$ cat src/rtl/mem_arbiter.sv
// rtl/mem_arbiter.sv - two-port arbiter/sequencer in front of a single-port registered-read memory
//
// Purpose: serialises port A (CPU data) and port B (DMA/refresh) accesses onto
// one memory. It drives mem_address/mem_in/mem_load, captures the memory's
// 1-cycle registered read data and returns it to the winning port with a
// one-cycle ack. Addresses above ADDR_LIMIT are not written, read back as 0
// and are flagged with err.
//
// Optional feature macro: ARB_ROUND_ROBIN_EN
//   defined   - round-robin arbitration; a pointer names the port that wins a tie
//   undefined - fixed priority, port A always beats port B
//
// Ports:
//   clk, rst_n                  clock (posedge) and synchronous active-low reset
//   a_req/a_we/a_addr/a_wdata   port A request, held stable until a_ack
//   a_ack/a_rdata/a_err         port A completion pulse, read data, range error
//   b_*                         same set for port B
//   mem_address/mem_in/mem_load memory address, write data, write strobe
//   mem_out                     memory read data (registered, 1-cycle latency)
//   busy                        high whenever the sequencer is not idle

module mem_arbiter #(
    parameter int                ADDR_W     = 15,
    parameter int                DATA_W     = 16,
    parameter logic [ADDR_W-1:0] ADDR_LIMIT = 15'h6000
) (
    input  logic              clk,
    input  logic              rst_n,
    input  logic              a_req,
    input  logic              a_we,
    input  logic [ADDR_W-1:0] a_addr,
    input  logic [DATA_W-1:0] a_wdata,
    output logic              a_ack,
    output logic [DATA_W-1:0] a_rdata,
    output logic              a_err,
    input  logic              b_req,
    input  logic              b_we,
    input  logic [ADDR_W-1:0] b_addr,
    input  logic [DATA_W-1:0] b_wdata,
    output logic              b_ack,
    output logic [DATA_W-1:0] b_rdata,
    output logic              b_err,
    output logic [ADDR_W-1:0] mem_address,
    output logic [DATA_W-1:0] mem_in,
    output logic              mem_load,
    input  logic [DATA_W-1:0] mem_out,
    output logic              busy
);

    typedef enum logic [1:0] {
        S_IDLE,
        S_ISSUE,
        S_CAPTURE,
        S_RESP
    } state_t;

    state_t state_q;
    logic   win_b_q;   // 1 = port B owns the transaction in flight
    logic   we_q;
    logic   err_q;

`ifdef ARB_ROUND_ROBIN_EN
    logic   rr_b_q;    // 1 = pointer names port B
`endif

    logic              grant_b;
    logic              sel_we;
    logic              sel_err;
    logic [ADDR_W-1:0] sel_addr;
    logic [DATA_W-1:0] sel_wdata;
    logic [DATA_W-1:0] resp_data;

    always_comb begin
        grant_b = 1'b0;
`ifdef ARB_ROUND_ROBIN_EN
        grant_b = b_req & (~a_req | rr_b_q);
`else
        grant_b = b_req & ~a_req;
`endif
        sel_we    = grant_b ? b_we    : a_we;
        sel_addr  = grant_b ? b_addr  : a_addr;
        sel_wdata = grant_b ? b_wdata : a_wdata;
        sel_err   = sel_addr > ADDR_LIMIT;
        // Writes and out-of-range accesses return zero rather than whatever the memory drives.
        resp_data = (we_q | err_q) ? '0 : mem_out;
    end

    always_ff @(posedge clk) begin
        if (!rst_n) begin
            state_q     <= S_IDLE;
            win_b_q     <= 1'b0;
            we_q        <= 1'b0;
            err_q       <= 1'b0;
            a_ack       <= 1'b0;
            a_err       <= 1'b0;
            a_rdata     <= '0;
            b_ack       <= 1'b0;
            b_err       <= 1'b0;
            b_rdata     <= '0;
            mem_address <= '0;
            mem_in      <= '0;
            mem_load    <= 1'b0;
            busy        <= 1'b0;
`ifdef ARB_ROUND_ROBIN_EN
            rr_b_q      <= 1'b0;
`endif
        end else begin
            case (state_q)
                S_IDLE: begin
                    if (a_req | b_req) begin
                        mem_address <= sel_addr;
                        mem_in      <= sel_wdata;
                        mem_load    <= sel_we & ~sel_err;
                        win_b_q     <= grant_b;
                        we_q        <= sel_we;
                        err_q       <= sel_err;
                        busy        <= 1'b1;
                        state_q     <= S_ISSUE;
`ifdef ARB_ROUND_ROBIN_EN
                        // Pointer moves to the port that did not just win.
                        rr_b_q      <= ~grant_b;
`endif
                    end else begin
                        mem_load <= 1'b0;
                    end
                end
                S_ISSUE: begin
                    mem_load <= 1'b0;
                    state_q  <= S_CAPTURE;
                end
                S_CAPTURE: begin
                    if (win_b_q) begin
                        b_ack   <= 1'b1;
                        b_err   <= err_q;
                        b_rdata <= resp_data;
                    end else begin
                        a_ack   <= 1'b1;
                        a_err   <= err_q;
                        a_rdata <= resp_data;
                    end
                    state_q <= S_RESP;
                end
                S_RESP: begin
                    // rdata is left holding the last response.
                    a_ack   <= 1'b0;
                    a_err   <= 1'b0;
                    b_ack   <= 1'b0;
                    b_err   <= 1'b0;
                    busy    <= 1'b0;
                    state_q <= S_IDLE;
                end
                default: state_q <= S_IDLE;
            endcase
        end
    end

endmodule

$ cat config.mk
export PLATFORM = sky130hd
export DESIGN_NAME = mem_arbiter
export DESIGN_NICKNAME = d
export VERILOG_FILES = /design/src/rtl/mem_arbiter.sv
export SDC_FILE = /design/constraint.sdc
export NUM_CORES = 1
export LEC_CHECK = 0
export ABC_CLOCK_PERIOD_IN_PS = 2150
export BUFFER_PORTS_ARGS = -buffer_cell sky130_fd_sc_hd__buf_4
export CAP_MARGIN = 25
export CORE_UTILIZATION = 45
export CTS_CLUSTER_SIZE = 16
export DETAILED_ROUTE_END_ITERATION = 10
export PLACE_DENSITY = 0.77
export SLEW_MARGIN = 30
export SYNTH_ARGS = -nofsm -noshare
export SYNTH_HDL_FRONTEND = slang
export SYNTH_SLANG_ARGS = --single-unit
$ cat constraint.sdc
create_clock -name clk -period 2.15 [get_ports clk]
set_clock_uncertainty 0.05 [all_clocks]
set_input_delay 0.215 -clock clk [delete_from_list [all_inputs] [get_ports clk]]
set_output_delay 0.215 -clock clk [all_outputs]
set_load 0.005 [all_outputs]
==> results.cfg <==
[outcome]
status = completed

[power_and_ir_drop]
p_per_area_nw_per_um2 = 1030
finalPower_mw = 4.84
leakage_nw = 2.00
ir_drop_v = 0.000552

[synth]
synthTopCellsByArea = dfxtp_1, a311oi_2, nand2_1
synth_area_um2 = 3350
yosysSeqAreaShare_pct = 44.2
yosysUniqueCellTypes = 36
synth.most_common_cell = nand2_1
netlist_instances = 393
synth_edf_count = 0
ys.flop_type = dfxtp_1
ys_warn_count = 0
synthDominantCellAreaShare_pct = 44.2
synth_commonest_cells = nand2_1, dfxtp_1, nand3_1, nor2_1, a311oi_2
synth-async-reset-ratio_pct = 0
synth-seq-cells = 74
synth_top_cell_by_area = dfxtp_1
syn-num-nets = 481
syn_avg_cell_area_um2 = 8.52

[final_layout]
finalNetCount = 621
drive_gt1_share_pct = 41.3
antennaDiodeCount = 0
syn_to_final_growth_pct = 41.1

[route]
drc = 0
vias = 3387
antenna_left = 0
routed_wl_um = 9000
avgViaCountPerCell = 5.32
drt_iter0_drc = 111
routedWlPerCell_um = 14.1
dr.pass1.iters = 4

[setup_path]
r2r_cells = 6
arrival_ns = 2.08
critPathLaunchType = flop
worstReg2RegEnd = mem_in[3]
crit_type = flop to flop
crit_fanout = 44
crit_path_end_kind = flop
r2r_setup_slack_ns = 0.28
rr_startpoint = state_q[0]
required_ns = 2.36

[sta]
slew_headroom_pct = 70.9
finalSetupViolations = 0
post-route-period-util_pct = 87.0
slew_viol_final = 0
rsz0062_at_grt = false
worst_slew_pin_slew_ns = 0.432
tns_ns = 0
period_needed_ns = 1.87
clock.fmax_mhz = 535
hold_viol_final = 0
setup_ws_ns = 0.279
holdWs_ns = 0.0515

[flow_run]
cap_violations = 0

[cts]
htree_levels = 3
hold_buffers = 0
cts.sinks = 74
clock-root-buffer = clkbuf_8
clk_path_buf_depth = 2
clock_latency_ns = 0.34
clk_pin_slew_ns = 0.08
cts_tree = done
cts_resized = 0
cts_buffers = 9
post_cts_buffers = 0

[die]
dieArea_um2 = 7790
ioPinCount = 153
dieWidth_um = 88.3
die_y_um = 88.3
core_um2 = 7210
start_util_pct = 46.4
std_cell_rows = 31

[grt]
grt_pass1_vias = 3101
grtUsageTotal_pct = 23.5
grt_pass1_wl_um = 14200
antenna_found_initial = 0
grt_max_degree = 45
overflow = 0

[hold_path]
holdPathEnd = win_b_q
hp-class = primary input to flop
min-delay-start = a_req
whs_path_depth = 2

[place]
dpl.hpwl_um = 6520
portBuffers = 152
dp_slack_ns = 0.291
gp_congestion = 0.840
-- cell type report --
type / count / area (µm²)
flip-flops and latches: 74 / 1480
clock inverters: 4 / 26.3
inverters: 3 / 11.3
clock buffers: 12 / 155
well taps: 99 / 124
multi-input cells: 282 / 1680
repair buffers: 163 / 1250
fillers: 617 / 2490
-- per-stage QoR --
step                      util (%)  instances  area [µm²]
after global routing          65.5        637        4720
after floorplan                  -        393        3350
after CTS                     65.5        637        4720
final                         65.5        637        4720
after detailed placement      63.0        621        4540
after global placement        63.0        621        4540
-- how the worst max path moves through the flow --
stage               startpoint     endpoint  cells past startpoint
floorplan           state_q[0]  b_rdata[10]                      7
global placement    state_q[0]   mem_in[12]                      6
detailed placement  state_q[0]    mem_in[3]                      6
CTS                 state_q[0]    mem_in[3]                      6
global route        state_q[0]    mem_in[3]                      6
finish              state_q[0]    mem_in[3]                      6
-- kinds of logic after synthesis --
family	synth area share, %
AOI/OAI and AO/OA	22.7
adders and majority gates	1.49
buffers and inverters	5.98
DFF	44.2
and+or+nand+nor	25.6
-- where the power goes --
group	leakage [nW]	internal, mW	switching (mW)
clock network	0.0924	0.480	0.500
logic	1.30	0.947	1.02
registers	0.606	1.69	0.203
-- metal layers --
| metal | vias to the layer above | GRT usage (%) | part of all wire [%] |
|---|---|---|---|
| li1 | 1642 | - | - |
| met1 | 1578 | 29.0 | 41 |
| met2 | 149 | 36.9 | 47 |
| met3 | 18 | 8.02 | 9.7 |
| met4 | 0 | 11.0 | 2.2 |
| met5 | - | 0 | 0 |
-- cells in the final DEF (no fill, tap or decap) --
master / n
inv_1: 2
and2_0: 1
nor2b_1: 1
o22ai_1: 1
a31oi_1: 1
nor2b_2: 1
ha_1: 4
a311oi_2: 29
nand3_1: 36
clkinvlp_4: 1
clkinv_2: 2
clkinv_4: 1
nor2b_4: 1
clkbuf_8: 11
nor4_1: 4
a21oi_1: 28
nand2b_1: 2
nand3b_1: 2
buf_4: 161
a21boi_1: 4
nor3_1: 2
o21ba_2: 1
o21ai_0: 6
nand4b_1: 1
a22oi_1: 1
inv_2: 1
a22o_1: 1
a21boi_0: 7
a311oi_1: 2
nor2_2: 11
buf_12: 2
nor3b_1: 1
nor2_1: 29
a211oi_1: 1
nand2_1: 101
and4_1: 2
dfxtp_1: 74
o21a_1: 1
clkbuf_1: 1
-- registers in the layout, summed over array words and instances (netlist names), 2 cells and up --
signal       count
mem_in          16
b_rdata         16
a_rdata         16
mem_address     15
state_q          2
-- critical path: stages (launching register included) --
cell and delay [ns]:
dfxtp_1 0.34, inv_1 0.10, ha_1 0.33, nor2b_4 0.33, buf_12 0.27, nor2_1 0.09
a311oi_2 0.25
(Power assumes the default switching activity.)
